File: config.mk
export PLATFORM = sky130hd
export DESIGN_NAME = mem_stage
export DESIGN_NICKNAME = d
export VERILOG_FILES = /design/src/rtl/mem_stage.sv
export SDC_FILE = /design/constraint.sdc
export NUM_CORES = 1
export LEC_CHECK = 0
export BUFFER_PORTS_ARGS = -buffer_cell sky130_fd_sc_hd__buf_4
export CORE_UTILIZATION = 30
export CTS_CLUSTER_DIAMETER = 200
export CTS_CLUSTER_SIZE = 24
export DETAILED_ROUTE_END_ITERATION = 12
export PLACE_DENSITY = 0.52
export SLEW_MARGIN = 20
export SYNTH_ARGS = -nofsm -noshare
export SYNTH_HDL_FRONTEND = slang
export SYNTH_SLANG_ARGS = --single-unit
File: constraint.sdc
create_clock -name clk -period 2.06 [get_ports clk]
set_input_delay 0.412 -clock clk [delete_from_list [all_inputs] [get_ports clk]]
set_output_delay 0.412 -clock clk [all_outputs]
set_load 0.005 [all_outputs]
File: src/rtl/mem_stage.sv
// Memory stage of the RV32I pipeline: issues loads/stores over a valid/ready port and registers the writeback bundle.
// Optional misaligned-access trap is enabled by defining MEM_MISALIGN_TRAP_EN.
module mem_stage #(
    parameter int unsigned TIMEOUT_CYCLES = 0
) (
    input  logic        clk,
    input  logic        reset,
    input  logic        ex_valid,
    output logic        ex_ready,
    input  logic        ex_RegWrite,
    input  logic [1:0]  ex_ResultSrc,
    input  logic        ex_MemWrite,
    input  logic [2:0]  ex_funct3,
    input  logic [31:0] ex_alu_result,
    input  logic [31:0] ex_rd2,
    input  logic [4:0]  ex_rd,
    input  logic [31:0] ex_pc_cur,
    output logic        dmem_req_valid,
    input  logic        dmem_req_ready,
    output logic [31:0] dmem_addr,
    output logic        dmem_we,
    output logic [3:0]  dmem_be,
    output logic [31:0] dmem_wdata,
    input  logic        dmem_rsp_valid,
    input  logic [31:0] dmem_rdata,
    output logic        wb_valid,
    output logic        wb_RegWrite,
    output logic [4:0]  wb_rd,
    output logic [31:0] wb_result,
    output logic [31:0] wb_pc_cur,
    output logic        wb_fault
);

    localparam logic [1:0] RESULT_SRC_MEM = 2'b01;
    localparam int CNT_W = (TIMEOUT_CYCLES > 1) ? $clog2(TIMEOUT_CYCLES) : 1;
    localparam logic [CNT_W-1:0] TO_LAST =
        CNT_W'((TIMEOUT_CYCLES > 0) ? (TIMEOUT_CYCLES - 1) : 0);

    typedef enum logic [1:0] {S_IDLE, S_REQ, S_WAIT} state_t;

    state_t state, state_next;

    logic             r_RegWrite;
    logic             r_is_store;
    logic [2:0]       r_funct3;
    logic [31:0]      r_alu;
    logic [4:0]       r_rd;
    logic [31:0]      r_pc;
    logic [CNT_W-1:0] to_cnt;

    logic        accept;
    logic        ex_is_load;
    logic        ex_is_mem;
    logic        ex_misaligned;
    logic [1:0]  ex_off;
    logic [3:0]  ex_be;
    logic [31:0] ex_wdata;
    logic [1:0]  r_off;
    logic [7:0]  ld_byte;
    logic [15:0] ld_half;
    logic [31:0] ld_data;
    logic        rsp_hit;
    logic        timed_out;

    assign ex_ready   = (state == S_IDLE);
    assign accept     = ex_valid && ex_ready;
    assign ex_is_load = (ex_ResultSrc == RESULT_SRC_MEM) && !ex_MemWrite;
    assign ex_is_mem  = ex_MemWrite || ex_is_load;
    assign ex_off     = ex_alu_result[1:0];
    assign r_off      = r_alu[1:0];
    assign rsp_hit    = (state == S_WAIT) && dmem_rsp_valid;
    // A response on the expiry cycle takes priority over the timeout.
    assign timed_out  = (TIMEOUT_CYCLES > 0) && (state == S_WAIT) && !dmem_rsp_valid
                        && (to_cnt == TO_LAST);

`ifdef MEM_MISALIGN_TRAP_EN
    always_comb begin
        ex_misaligned = 1'b0;
        case (ex_funct3)
            3'b001:  ex_misaligned = ex_is_mem && ex_off[0];
            3'b101:  ex_misaligned = ex_is_load && ex_off[0];
            3'b010:  ex_misaligned = ex_is_mem && (ex_off != 2'b00);
            default: ex_misaligned = 1'b0;
        endcase
    end
`else
    assign ex_misaligned = 1'b0;
`endif

    always_comb begin
        ex_be    = 4'b1111;
        ex_wdata = ex_rd2;
        case (ex_funct3)
            3'b000: begin
                ex_be    = 4'b0001 << ex_off;
                ex_wdata = {4{ex_rd2[7:0]}};
            end
            3'b001: begin
                ex_be    = 4'b0011 << {ex_off[1], 1'b0};
                ex_wdata = {2{ex_rd2[15:0]}};
            end
            default: ;
        endcase
    end

    always_comb begin
        ld_byte = dmem_rdata[7:0];
        case (r_off)
            2'd1:    ld_byte = dmem_rdata[15:8];
            2'd2:    ld_byte = dmem_rdata[23:16];
            2'd3:    ld_byte = dmem_rdata[31:24];
            default: ld_byte = dmem_rdata[7:0];
        endcase
        ld_half = r_off[1] ? dmem_rdata[31:16] : dmem_rdata[15:0];
        case (r_funct3)
            3'b000:  ld_data = {{24{ld_byte[7]}}, ld_byte};
            3'b001:  ld_data = {{16{ld_half[15]}}, ld_half};
            3'b100:  ld_data = {24'd0, ld_byte};
            3'b101:  ld_data = {16'd0, ld_half};
            default: ld_data = dmem_rdata;
        endcase
    end

    always_comb begin
        state_next = state;
        case (state)
            S_IDLE: if (accept && ex_is_mem && !ex_misaligned) state_next = S_REQ;
            S_REQ:  if (dmem_req_ready) state_next = r_is_store ? S_IDLE : S_WAIT;
            S_WAIT: if (rsp_hit || timed_out) state_next = S_IDLE;
            default: state_next = S_IDLE;
        endcase
    end

    always_ff @(posedge clk) begin
        if (reset) state <= S_IDLE;
        else       state <= state_next;
    end

    // Bundle capture, dmem request registers and the one-cycle writeback pulse.
    always_ff @(posedge clk) begin
        if (reset) begin
            r_RegWrite     <= 1'b0;
            r_is_store     <= 1'b0;
            r_funct3       <= 3'd0;
            r_alu          <= 32'd0;
            r_rd           <= 5'd0;
            r_pc           <= 32'd0;
            to_cnt         <= '0;
            dmem_req_valid <= 1'b0;
            dmem_addr      <= 32'd0;
            dmem_we        <= 1'b0;
            dmem_be        <= 4'd0;
            dmem_wdata     <= 32'd0;
            wb_valid       <= 1'b0;
            wb_RegWrite    <= 1'b0;
            wb_rd          <= 5'd0;
            wb_result      <= 32'd0;
            wb_pc_cur      <= 32'd0;
            wb_fault       <= 1'b0;
        end else begin
            wb_valid <= 1'b0;
            wb_fault <= 1'b0;
            case (state)
                S_IDLE: if (accept) begin
                    r_RegWrite <= ex_RegWrite;
                    r_is_store <= ex_MemWrite;
                    r_funct3   <= ex_funct3;
                    r_alu      <= ex_alu_result;
                    r_rd       <= ex_rd;
                    r_pc       <= ex_pc_cur;
                    if (ex_is_mem && !ex_misaligned) begin
                        dmem_req_valid <= 1'b1;
                        dmem_addr      <= {ex_alu_result[31:2], 2'b00};
                        dmem_we        <= ex_MemWrite;
                        dmem_be        <= ex_be;
                        dmem_wdata     <= ex_wdata;
                    end else begin
                        wb_valid    <= 1'b1;
                        wb_RegWrite <= ex_RegWrite && !ex_misaligned;
                        wb_rd       <= ex_rd;
                        wb_result   <= ex_alu_result;
                        wb_pc_cur   <= ex_pc_cur;
                        wb_fault    <= ex_misaligned;
                    end
                end
                S_REQ: if (dmem_req_ready) begin
                    dmem_req_valid <= 1'b0;
                    dmem_we        <= 1'b0;
                    dmem_be        <= 4'd0;
                    to_cnt         <= '0;
                    if (r_is_store) begin
                        wb_valid    <= 1'b1;
                        wb_RegWrite <= 1'b0;
                        wb_rd       <= r_rd;
                        wb_result   <= r_alu;
                        wb_pc_cur   <= r_pc;
                    end
                end
                S_WAIT: begin
                    if (rsp_hit) begin
                        wb_valid    <= 1'b1;
                        wb_RegWrite <= r_RegWrite;
                        wb_rd       <= r_rd;
                        wb_result   <= ld_data;
                        wb_pc_cur   <= r_pc;
                    end else if (timed_out) begin
                        wb_valid    <= 1'b1;
                        wb_RegWrite <= 1'b0;
                        wb_rd       <= r_rd;
                        wb_result   <= 32'd0;
                        wb_pc_cur   <= r_pc;
                        wb_fault    <= 1'b1;
                    end else begin
                        to_cnt <= to_cnt + CNT_W'(1);
                    end
                end
                default: ;
            endcase
        end
    end

endmodule

==> results of run 1 <==
critical path, delay by kind of cell (launching register included):
kind            cells  cell delay [ns]
simple gates        1             0.05
buf+inv             6             0.80
flops               1             0.34
compound gates      3             0.63
fa+ha+maj           1             0.16
flip-flops by register name (all words and copies together) (netlist names):
signal          flops
r_alu              32
wb_pc_cur          32
dmem_be             4
r_pc               32
state               2
dmem_req_valid      1
wb_result          32
r_is_store          1
dmem_addr          30
wb_valid            1
r_RegWrite          1
r_rd                5
dmem_wdata         32
wb_RegWrite         1
dmem_we             1
r_funct3            3
wb_rd               5
timing repair:
item                       in CTS  in global routing
setup endpoints to repair      69                 84
gates cloned                    2                  6
resized for setup               3                 52
pin swaps                       6                 32
buffers inserted                1                 13
power by group:
part | internal [W] | switching (W) | total (W) | leakage (nW)
Combinational | 0.00215 | 0.00222 | 0.00437 | 3.58
Clock | 0.00114 | 0.00144 | 0.00258 | 0.161
Sequential | 0.00469 | 0.000325 | 0.00502 | 1.77
Total | 0.00798 | 0.00399 | 0.0120 | 5.51
synth_stat cells, types with 10 or more instances:
library cell  number
a211oi_1          35
a211oi_2          10
a21boi_0          14
a21oi_1          134
a311oi_1          14
buf_1             10
buf_2             24
clkbuf_1          63
dfxtp_1          215
mux2i_1           54
nand2_1          303
nand3_1           11
nand3b_1          24
nor2_1            99
o2111a_1          14
o211ai_1          11
o21ai_0           39
o41ai_2           23
cell type report:
class	count	share of cell area
Clock buffer	14	0.02402
Multi-Input combinational cell	865	0.3864
Inverter	8	0.002557
Tap cell	442	0.04037
Sequential cell	215	0.3145
Timing Repair Buffer	363	0.2321
worst max-delay path by stage:
stage,endpoint,depth (start not counted)
6_report,wb_pc_cur[3]$_SDFFE_PP0P_,11
5_1_grt,wb_pc_cur[7]$_SDFFE_PP0P_,11
4_1_cts,wb_pc_cur[9]$_SDFFE_PP0P_,10
3_5_place_dp,wb_result[11]$_SDFFE_PP0P_,6
3_3_place_gp,wb_result[17]$_SDFFE_PP0P_,6
2_1_floorplan,wb_result[11]$_SDFFE_PP0P_,9
metal layers:
layer	vias up	part of all wire
met4	0	0.025
met1	4535	0.47
met2	274	0.45
li1	4697	-
met3	41	0.063
met5	-	0
logic make-up (layout without fill, tap and decap cells):
kind of cell,Yosys count,after routing,synth area share
fa+ha+maj,4,4,0.005034
simple gates,466,466,0.1943
mux,68,68,0.07627
other cells,1,3,0.0003772
buf+inv,118,385,0.05449
flops,215,215,0.4329
compound gates,324,324,0.2366
stage by stage:
| stage | total power (W) | worst slack (ns) | setup TNS [ns] | instance area (µm²) | util |
|---|---|---|---|---|---|
| final | 0.01197 | -0.002230 | -0.002230 | 13700 | 0.4211 |
| after floorplan | 0.007188 | 0.02996 | 0 | 9950 | - |
| after global routing | 0.01269 | -0.08392 | -1.977 | 13700 | 0.4211 |
| after CTS | 0.01174 | 0.001831 | 0 | 13240 | 0.4070 |
| after global placement | 0.008984 | -0.07885 | -1.914 | 12830 | 0.3945 |
| after detailed placement | 0.009031 | -0.1405 | -4.374 | 12830 | 0.3945 |
==> results.toml, run 1 <==
[outcome]
outcome = "finished, violations left"
violations = "setup timing"

[global_route]
grt_pass1_wl_um = 51940
use_met1 = 0.2657
gr-usage-met2 = 0.3039
grt_overflow_total = 0
grt_max_degree = 69
busiest_layer = "met2"
antenna_found_initial = 0
track_usage = 0.1937
grt_pass1_vias = 8983
gr-usage-met3 = 0.03942

[critical_path]
critPathSlowestCell = "dfxtp_2"
r2r-start = "state[1]$_SDFFE_PP0P_"
cp-startpoint = "state[1]$_SDFFE_PP0P_"
crit_chain = "buf_6 -> ha_4 -> inv_4 -> o221ai_4 -> buf_6 -> a2111oi_4 -> buf_4 -> buf_12 -> buf_12 -> nor2_1 -> a211oi_2"
reg2reg_to = "wb_pc_cur[3]$_SDFFE_PP0P_"
critPathCaptureType = "register"
crit_type = "reg2reg"
worst_ep_required_time_ns = 2.46
r2r_setup_slack_ns = -0.002
rr_worst_depth = 11
max_stage_delay_ns = 0.34
start_kind = "register"
critPathMaxFanout = 11
arrival_ns = 2.47

[yosys]
syn_area_um2 = 9942
synth_edf_count = 0
async_reset_ff_frac = 0
ys_types = 49
yosysSeqAreaShare = 0.4329
synthTopCellsByArea = "dfxtp_1, nand2_1, a21oi_1, mux2i_1, o41ai_2"
ys_ff_latch = 215
synth_flop_cell = "dfxtp_1"
syn_inst = 1196
yosys.area.top_type = "dfxtp_1"
synth_top_area_frac = 0.4329
ys_warn_count = 0
avgSynthCellArea_um2 = 8.313

[clock_tree]
clock_path_buffers = 3
cts_made_buffers = 12
tritoncts = "done"
clk_pin_slew_ns = 0.11
cts_root_buf = "clkbuf_16"
cts.sinks = 215
cts_htree_levels = 1
postCtsHoldBufs = 0
clock_latency_ns = 0.49

[min_path]
hold_start = "ex_alu_result[27]"
whs_path_depth = 3
holdPathEnd = "r_alu[27]$_SDFFE_PP0P_"
hold_path_class = "in2reg"

[layout]
n_antenna_cell = 0
stdcell_count = 1907
final_nets = 1614
layout_common_cells = "buf_4, nand2_1, dfxtp_1"
layout-area-overhead-vs-synth_pct = 37.80
nFillCells = 3354
ff_latch_area_um2 = 4309
drive_gt1_frac = 0.3208
multi_input_area_um2 = 5294
final_common_cell = "buf_4"

[placed_design]
dp_hpwl_um = 23750
place.gp.congestion = 0.8115
port_buffers = 284
dp_cells = 1872

[sta]
rsz0062_at_grt = "true"
setup_ws_ns = -0.002230
finalCritPeriodShare = 1.001
slew_viol_final = 0
fin_crit_ns = 2.062
whs_ns = 0.1780
finalClockSkew_ns = 0.02383
hold_viol_final = 0
clock.fmax_ghz = 0.4849
finalSetupViolations = 1

[power_and_ir_drop]
power_density_nw_per_um2 = 873.7
ir_drop_mv = 0.3950
p_leak_nw = 5.506

[die]
start_util = 0.3056
core_um2 = 32540
ioPinCount = 288
fp.dieH_um = 184.0
dieArea_um2 = 33870
die_w_um = 184.0
fp-row-count = 66

[detailed_routing]
first_pass_iters = 5
wl_um = 34670
dr.first_iter.drc_count = 558
final_antenna_net_count = 0
remaining_drc_errors = 0
avgViaCountPerCell = 5.006
routedWlPerCell_um = 18.18
vias = 9547

[run]
drv_cap = 0
(Power assumes the default switching activity.)
==> run 2, diff against run 1 <==
Settings changed: SKIP_LAST_GASP from default to 1.
==> results.toml, run 2 (same netlist as run 1, synthesis figures left out) <==
[sta]
finalSetupTns_ns = 0
worst_pin_slew_ns = 0.5151
hold_viol_final = 0
finalSetupViolations = 0
fin_crit_ns = 2.055
finalClockSkew_ns = 0.02276
setup_ws_ns = 0.004678
slew_viol_final = 0
relSlewSlack = 0.6553
rsz0062_at_grt = "true"
clock.fmax_ghz = 0.4865
finalCritPeriodShare = 0.9977

[layout]
drive_gt1_frac = 0.3154
layout-area-overhead-vs-synth_pct = 37.58
final_nets = 1614
design_area_um2 = 13680
nFillCells = 3360
layout_common_cells = "buf_4, nand2_1, dfxtp_1"
final_common_cell = "buf_4"
multi_input_area_um2 = 5271
n_antenna_cell = 0
ff_latch_area_um2 = 4309

[die]
fp.dieH_um = 184.0
fp-row-count = 66
dieArea_um2 = 33870
core_um2 = 32540
ioPinCount = 288
start_util = 0.3056
die_w_um = 184.0

[global_route]
grt_overflow_total = 0
grt_pass1_vias = 8985
track_usage = 0.1937
antenna_found_initial = 0
grt_pass1_wl_um = 51930
grt_max_degree = 69

[min_path]
hold_path_class = "in2reg"

[detailed_routing]
remaining_drc_errors = 0
wl_um = 34660
final_antenna_net_count = 0
routedWlPerCell_um = 18.18
dr.first_iter.drc_count = 521
first_pass_iters = 5
avgViaCountPerCell = 5.028
vias = 9588

[clock_tree]
cts_made_buffers = 12
clock_latency_ns = 0.49
clk_pin_slew_ns = 0.10
cts_htree_levels = 1
tritoncts = "done"
clock_path_buffers = 3
cts_root_buf = "clkbuf_16"
cts.sinks = 215

[placed_design]
placed_area_um2 = 12830
pre_cts_ws_ns = -0.1405
port_buffers = 284
dp_hpwl_um = 23750
place.gp.congestion = 0.8115

[critical_path]
worst_ep_required_time_ns = 2.46
critPathMaxFanout = 11
r2r_setup_slack_ns = 0.005
arrival_ns = 2.46
critPathCaptureType = "register"
crit_type = "reg2reg"
start_kind = "register"

[run]
drv_cap = 0

[power_and_ir_drop]
ir_drop_mv = 0.3907
p_leak_nw = 5.502
power_density_nw_per_um2 = 872.9

[outcome]
outcome = "complete, no violations"
## run 2: cell types whose count changed in the layout (fill, tap and decap cells not counted)
cell / before / now
nor2_2: 10 / 3
a211oi_2: 23 / 22
a211oi_1: 22 / 23
nor2_1: 88 / 95
## run 2: path summary, 6_finish.rpt
path / endpoint / startpoint / depth (start not counted)
worst max register to register: wb_pc_cur[3]$_SDFFE_PP0P_ / state[1]$_SDFFE_PP0P_ / 11
worst max-delay path: wb_pc_cur[3]$_SDFFE_PP0P_ / state[1]$_SDFFE_PP0P_ / 11
worst min register to register: r_pc[16]$_SDFFE_PP0P_ / r_pc[16]$_SDFFE_PP0P_ / 2
worst min-delay path: r_pc[5]$_SDFFE_PP0P_ / ex_pc_cur[5] / 3
## run 2: layout make-up
cell class	instances	share of cell area
clock buffer	14	0.02406
inverter	8	0.002561
multi-input combinational	865	0.3854
sequential	215	0.3150
tap	442	0.04043
timing repair buffer	363	0.2325
## run 2: power breakdown
part | switching, W | internal, W | total [W]
Clock | 0.00143 | 0.00114 | 0.00258
Sequential | 0.000319 | 0.00469 | 0.00501
Combinational | 0.00221 | 0.00214 | 0.00435
## run 2: repair_timing
action / 4_1_cts / 5_1_grt
hold endpoints to repair: 0 / 0
pin swaps: 5 / 33
gates cloned: 2 / 6
hold buffers: 0 / 0
buffers inserted: 1 / 13
gates resized for setup: 3 / 44
setup endpoints to repair: 69 / 84
## run 2: layer usage
layer,routed length (µm),up-vias,GRT usage
li1,-,4692,-
met1,16030,4561,0.2659
met2,15460,294,0.3036
met3,2291,41,0.03942
met4,877,0,0.05767
met5,0,-,0
## run 2: worst max-delay path: stages (launching register included)
cell,delay [ns]
dfxtp_2,0.34
buf_6,0.12
ha_4,0.16
inv_4,0.06
o221ai_4,0.10
buf_6,0.14
a2111oi_4,0.33
buf_4,0.21
buf_12,0.14
buf_12,0.13
nor2_1,0.05
a211oi_2,0.18
## run 2: stage by stage
step | hold slack, ns | power, W | std cells | util
after floorplan | 0.4360 | 0.007188 | 1198 | -
after global placement | 0.4411 | 0.008984 | 1872 | 0.3945
after detailed placement | 0.4461 | 0.009031 | 1872 | 0.3945
after CTS | 0.1526 | 0.01174 | 1889 | 0.4070
after global routing | 0.1538 | 0.01266 | 1907 | 0.4204
final | 0.1812 | 0.01194 | 1907 | 0.4204
